## config.mk

```make
export PLATFORM = sky130hd
export DESIGN_NAME = sha_pad_sequencer
export DESIGN_NICKNAME = d
export VERILOG_FILES = /design/src/rtl/sha_pad_sequencer.sv
export SDC_FILE = /design/constraint.sdc
export NUM_CORES = 1
export LEC_CHECK = 0
export CAP_MARGIN = 30
export CELL_PAD_IN_SITES_DETAIL_PLACEMENT = 1
export CELL_PAD_IN_SITES_GLOBAL_PLACEMENT = 1
export CORE_UTILIZATION = 38
export CTS_CLUSTER_DIAMETER = 30
export CTS_CLUSTER_SIZE = 12
export DETAILED_ROUTE_END_ITERATION = 16
export PLACE_DENSITY = 0.81
export RECOVER_POWER = 25
export SLEW_MARGIN = 15
export SYNTH_ARGS = -nofsm -noshare
export SYNTH_HDL_FRONTEND = slang
export SYNTH_SLANG_ARGS = --single-unit
```

## constraint.sdc

```tcl
create_clock -name clk -period 4.6 [get_ports clk]
set_clock_uncertainty 0.05 [all_clocks]
set_input_delay 0.92 -clock clk [delete_from_list [all_inputs] [get_ports clk]]
set_output_delay 0.92 -clock clk [all_outputs]
set_load 0.02 [all_outputs]
```

## src/rtl/sha_pad_sequencer.sv

```systemverilog
// SHA padding sequencer: sizes one message, then streams one layout descriptor per padded block.
// Latency: request accepted in cycle T -> summary outputs and first blk_valid in T+2; blk_ready stalls the stream.
module sha_pad_sequencer #(
  parameter int BLK_LOG2  = 6,
  parameter int LEN_BYTES = 8,
  parameter int SIZE_W    = 32
) (
  input  logic                       clk,
  input  logic                       rst_n,
  input  logic                       abort,
  input  logic                       req_valid,
  output logic                       req_ready,
  input  logic [SIZE_W-1:0]          req_size,
  output logic [SIZE_W:0]            pad_total,
  output logic [SIZE_W+1-BLK_LOG2:0] pad_blocks,
  output logic [SIZE_W+2:0]          msg_bits,
  output logic                       blk_valid,
  input  logic                       blk_ready,
  output logic [SIZE_W+1-BLK_LOG2:0] blk_index,
  output logic [BLK_LOG2:0]          blk_data_bytes,
  output logic                       blk_marker_en,
  output logic [BLK_LOG2-1:0]        blk_marker_pos,
  output logic                       blk_len_en,
  output logic                       blk_last,
  output logic                       done
);

  localparam int NW    = SIZE_W + 2 - BLK_LOG2;
  localparam int SUM_W = SIZE_W + 2;

  typedef enum logic [1:0] {IDLE, CALC, EMIT} state_e;

  state_e              state_q, state_d;
  logic [SIZE_W-1:0]   size_q, size_d;
  logic [NW-1:0]       idx_q, idx_d;
  logic [NW-1:0]       pad_blocks_q, pad_blocks_d;
  logic [SIZE_W:0]     pad_total_q, pad_total_d;
  logic [SIZE_W+2:0]   msg_bits_q, msg_bits_d;
  logic                done_q, done_d;

  logic [SUM_W-1:0]    sum;
  logic [NW-1:0]       n_calc;
  logic [NW-1:0]       full_blks;
  logic [BLK_LOG2-1:0] tail;
  logic                is_last;

  always_comb begin
    // size + 1 (marker) + LEN_BYTES + (block-1) rounding term
    sum       = SUM_W'(size_q) + SUM_W'(LEN_BYTES + (1 << BLK_LOG2));
    n_calc    = NW'(sum >> BLK_LOG2);
    full_blks = NW'(size_q >> BLK_LOG2);
    tail      = size_q[BLK_LOG2-1:0];
    is_last   = (idx_q == pad_blocks_q - 1'b1);
  end

  always_comb begin
    state_d      = state_q;
    size_d       = size_q;
    idx_d        = idx_q;
    pad_blocks_d = pad_blocks_q;
    pad_total_d  = pad_total_q;
    msg_bits_d   = msg_bits_q;
    done_d       = 1'b0;
    if (abort) begin
      state_d = IDLE;
    end else begin
      case (state_q)
        IDLE: begin
          if (req_valid) begin
            size_d  = req_size;
            state_d = CALC;
          end
        end
        CALC: begin
          pad_blocks_d = n_calc;
          pad_total_d  = (SIZE_W+1)'({n_calc, {BLK_LOG2{1'b0}}});
          msg_bits_d   = {size_q, 3'b000};
          idx_d        = '0;
          state_d      = EMIT;
        end
        EMIT: begin
          if (blk_ready) begin
            if (is_last) begin
              state_d = IDLE;
              done_d  = 1'b1;
            end else begin
              idx_d = idx_q + 1'b1;
            end
          end
        end
        default: state_d = IDLE;
      endcase
    end
  end

  always_ff @(posedge clk or negedge rst_n) begin
    if (!rst_n) begin
      state_q      <= IDLE;
      size_q       <= '0;
      idx_q        <= '0;
      pad_blocks_q <= '0;
      pad_total_q  <= '0;
      msg_bits_q   <= '0;
      done_q       <= 1'b0;
    end else begin
      state_q      <= state_d;
      size_q       <= size_d;
      idx_q        <= idx_d;
      pad_blocks_q <= pad_blocks_d;
      pad_total_q  <= pad_total_d;
      msg_bits_q   <= msg_bits_d;
      done_q       <= done_d;
    end
  end

  // Descriptor fields are pure functions of idx_q, so they hold while stalled.
  always_comb begin
    blk_valid      = (state_q == EMIT);
    blk_index      = '0;
    blk_data_bytes = '0;
    blk_marker_en  = 1'b0;
    blk_marker_pos = '0;
    blk_len_en     = 1'b0;
    blk_last       = 1'b0;
    if (blk_valid) begin
      blk_index = idx_q;
      if (idx_q < full_blks) begin
        blk_data_bytes = {1'b1, {BLK_LOG2{1'b0}}};
      end else if (idx_q == full_blks) begin
        blk_data_bytes = {1'b0, tail};
      end
      blk_marker_en  = (idx_q == full_blks);
      blk_marker_pos = blk_marker_en ? tail : '0;
      blk_len_en     = is_last;
      blk_last       = is_last;
    end
  end

  assign req_ready  = (state_q == IDLE);
  assign pad_total  = pad_total_q;
  assign pad_blocks = pad_blocks_q;
  assign msg_bits   = msg_bits_q;
  assign done       = done_q;

endmodule

```

* After elaboration in Yosys (flattened, before gate mapping)
Index checks and enable logic that the tools add are counted.
** Word-level totals
- Bits in registers :: 150
- Input bits :: 37
- Logic and storage cells :: 47
- Output and inout port bits :: 143
** Cells by class
- Order comparisons :: 1
- Equality and inequality tests :: 9
- Multiplexer cells :: 20
- Bitwise operators :: 1
- Reduce and logical (&&, ||, !) cells :: 6
- $add $sub $neg :: 3
** Operator list (count)
- $mux 28 :: 3
- $pmux 28 s2 :: 1
- $add 32x7->33 const B :: 1
- $add 28x1->28 const B :: 1
- $eq 28x26->1 :: 1
- $eq 28x28->1 :: 1
- $lt 28x26->1 :: 1
- $sub 28x1->28 const B :: 1
- $mux 6 :: 3
- $mux 7 :: 2
- $mux 2 :: 4
- $mux 1 :: 6
- $ne 3x2->1 const B :: 2
- $pmux 2 s3 :: 1
- $reduce_and 3->1 :: 2
- $reduce_and 4->1 :: 1
- $ne 3x3->1 const B :: 1
- $eq 2x1->1 const B :: 1
- $eq 2x2->1 const B :: 1
- $logic_not 2->1 :: 1
- $ne 2x1->1 const B :: 1
- $ne 2x2->1 const B :: 1
- $reduce_and 2->1 :: 1
- $reduce_bool 2->1 :: 1
- $not 1->1 :: 1

* Longest topological paths before layout
- Depth after elaboration :: 6
- Depth in mapped cells :: 13
- Gate-level depth less buffers :: 11

* Worst setup path after synthesis
No wires, ideal clock.
- Path kind :: reg-to-output
- Start point :: reg state_q[0]
- End point :: out blk_data_bytes[0]
- Required time :: 3.630 ns
- Stages on the path, launching flop included :: 10
- Arrival time :: 2.830 ns
- Path buffers :: 1
- Slack :: 0.800 ns
- Path through :: dfrtp_1 > inv_1 > ha_1 > clkbuf_1 > nand4_1 > nor2_1 > nand2_1 > nor4_1 > and2_1 > and2_1
** Between the ends
- Cells in the longest elaborated chain, start to end :: 2
** Ends and longest elaborated chain
- start, declared :: RTL line 33 : state_e state_q, state_d;
- start signal, assigned :: RTL line 106 : state_q <= state_d;
- $eq 2x2->1 :: RTL line 118 : blk_valid = (state_q == EMIT);
- named net blk_valid :: RTL line 17 : output logic blk_valid,
- $mux 7 :: RTL line 125 : if (blk_valid) begin
- end, declared :: RTL line 20 : output logic [BLK_LOG2:0] blk_data_bytes,
The timed path passes the listed nets, and every way through them passes these cells.

==> impl_metrics.tcl <==
set metrics [dict create \
    cp.required_ns 3.63 \
    synth_compound_area_frac 0.127 \
    swShare 0.407 \
    cts_tree "built" \
    synth-edff-count 0 \
    avgSynthCellArea_sq_um 9.21 \
    mostFrequentLayoutCell "clkdlybuf4s50_1" \
    gp_congestion 0.887 \
    io_buffers 169 \
    ios 180 \
    gr-usage-all-layers 0.251 \
    drv_slew 49 \
    placed_area_sq_mm 0.00961 \
    leakagePower_nw 4.50 \
    yosys.area_share.simple 0.226 \
    layout_common_cells "159 x clkdlybuf4s50_1, 121 x dfrtp_1, 94 x nand2_1, 74 x o21ai_0, 47 x and2_1" \
    slew_headroom -0.871 \
    synth_flop_cell "dfrtp_1" \
    synth_cells 847 \
    crit_type "reg2out" \
    initial_core_util 0.387 \
    path_max_fanout 6 \
    crit_start "pad_total[7]" \
    seq_power_share 0.312 \
    setup_viol 0 \
    clkPwrFrac 0.232 \
    insertion_delay_ns 0.42 \
    synth-xor-area-share 0.0662 \
    timing.rr.start "pad_total[19]" \
    gr-total-overflow 0 \
    fin_setup_tns_ns 0 \
    ctsHtreeMaxLevel 4 \
    fmax_mhz 230 \
    antenna_found_initial 0 \
    rsz0062_at_grt "false" \
    die_area_sq_mm 0.0211 \
    worstHoldStart "msg_bits[28]" \
    synth.area.mux_share 0.0617 \
    fillers 2334 \
    die_w_microns 145 \
    drtIter0Drc 520 \
    viasPerCell 5.56 \
    ys_types 74 \
    clk_pin_slew_worst_paths_ns 0.05 \
    synth_top_family_by_area "simple AND/OR/NAND/NOR gates" \
    worstSetupStartpointType "register" \
    cp-end-kind "output pin" \
    routed_wl_microns 26000 \
    cts_made_buffers 17 \
    irDropWorstVdd_mv 0.284 \
    synthAdderAreaFrac 0.0513 \
    hold_class "reg2reg" \
    num_vias 7085 \
    arrival_ns 3.37 \
    cts_sinks 122 \
    hold_ws_ns 0.436 \
    combPwrFrac 0.456 \
    rows 52 \
    dp_hpwl_microns 18500 \
    hold_viol 0 \
    ant_nets 0 \
    maxCapViolations 1 \
    violations "max-capacitance violations, max-slew violations" \
    yosys_register_bits 122 \
    status "complete, but fails checks" \
    grt_pass1_wl_microns 41400 \
    layout-drive-gt1-share 0.122 \
    tightest_slew_ns 2.81 \
    drc_errors 0 \
    clockRootBuffer "clkbuf_16" \
    core-area_sq_mm 0.0202 \
    grt_pass1_vias 7324 \
    post_drt_wl_per_cell_microns 20.4 \
    hold_buffers 0 \
    grt_max_degree 70 \
    die_height_microns 145 \
    cts_buffer_depth 2 \
    syn-cell-area_sq_mm 0.00780 \
    area_delta_synth_final_pct 31.1 \
    fin_crit_sh 0.944 \
    p_int_mw 3.50 \
    power_density_mw_per_mm2 577 \
    nNetsFinal 1061 \
    ys_async_sr_fraction 1.00 \
    ys.warnings.count 0 \
    dr.pass1.iters 6 \
    p_switching_mw 2.40 \
    fin_area_sq_mm 0.0102 \
    min_period_ns 4.34 \
    synth_seq_area_share 0.391 \
    diodes 0 \
]
## cell usage after synthesis (3+ instances only)
cell type / instances / area (sq um)
nand2b_1: 7 / 43.8
or4_1: 10 / 75.1
nor3_2: 3 / 30.0
nor3_1: 7 / 35.0
or3_1: 21 / 131
buf_2: 4 / 20.0
and2_1: 47 / 294
nor2b_1: 6 / 37.5
o21ai_0: 74 / 370
nand3b_1: 3 / 22.5
a41oi_1: 3 / 26.3
dfrtp_1: 122 / 3050
nor4_1: 10 / 62.6
and3_1: 11 / 68.8
clkbuf_1: 23 / 86.3
nor2_1: 33 / 124
buf_4: 40 / 300
nor4_2: 3 / 37.5
buf_1: 4 / 15.0
ha_1: 32 / 400
o31ai_1: 5 / 37.5
a21oi_1: 27 / 135
a221oi_1: 3 / 26.3
mux2_2: 41 / 462
nand2_1: 94 / 353
xor2_1: 18 / 158
nand3_1: 28 / 140
a21o_1: 14 / 105
o211ai_1: 3 / 22.5
a31oi_1: 3 / 18.8
inv_1: 36 / 135
nand4_1: 17 / 106
a31o_2: 5 / 43.8
xnor2_1: 41 / 359
## state kept, by name (all words and copies together) (netlist names)
| register | count |
|---|---|
| size_q | 32 |
| pad_total | 27 |
| done | 1 |
| idx_q | 28 |
| state_q | 2 |
| msg_bits | 32 |
## worst max-delay path, cell delays in order (launching register included)
cell and delay (ns):
dfrtp_1 0.43, inv_1 0.07, ha_1 0.22, nor4b_4 0.34, nand2_1 0.16, xnor2_1 0.18
or3_1 0.37, nor4_1 0.23, nand2_1 0.11, nor4_2 0.33, and2_1 0.18, dlygate4sd2_1 0.33
## power by group through the flow
stage                     sequential, mW  combinational [mW]  clock, mW
after CTS                           1.83                2.70       1.39
after global placement              1.82                2.59          0
after floorplan                     2.00                1.41          0
final                               1.84                2.69       1.37
after global routing                1.90                2.89       1.42
after detailed placement            1.84                2.66          0
## worst paths after layout
check,endpoint,slack [ns],depth (start not counted)
max in group asynchronous,size_q[11],0.90,2
setup reg to reg,idx_q[2],0.86,9
min in group asynchronous,state_q[1],1.35,1
setup / recovery,blk_len_en,0.26,11
hold reg to reg,msg_bits[28],0.44,2
hold / removal,msg_bits[28],0.44,2
## through the flow
| stage | util | instances | setup slack [ns] | total power, mW |
|---|---|---|---|---|
| finish | 0.507 | 1274 | 0.259 | 5.90 |
| global route | 0.507 | 1274 | 0.0126 | 6.21 |
| CTS | 0.507 | 1274 | 0.00430 | 5.92 |
| detailed placement | 0.476 | 1242 | 0.238 | 4.50 |
| global placement | 0.475 | 1241 | 0.290 | 4.41 |
| floorplan | - | 856 | 0.800 | 3.42 |
## logic make-up after synthesis
logic type      count (synthesis)
compound gates                160
fa+ha+maj                      32
buf+inv                       111
mux                            43
simple gates                  319
xor+xnor                       59
flops                         122
other cells                     1
## area by class of cell
class                   instances  area, sq um  area share
flip-flops and latches        122         3050       0.299
inverters                      36          135      0.0132
clock buffers                  24          512      0.0500
clock inverters                 7         87.6     0.00856
well taps                     270          338      0.0330
multi-input cells             623         4220       0.413
repair buffers                192         1880       0.184
## per-layer routing
metal | track usage | wire length (microns) | up-vias
met3 | 0.0456 | 1390 | 44
met5 | 0 | 0 | -
li1 | - | - | 3225
met1 | 0.343 | 11700 | 3596
met2 | 0.397 | 12300 | 220
met4 | 0.0963 | 637 | 0
## what timing repair did
action | in CTS | in global routing
cloned | 0 | 0
endpoints found under the setup margin | 9 | 4
resized for setup | 8 | 5
pin swaps | 1 | 0
setup buffers | 1 | 0
Power figures use the tool's default switching activity.
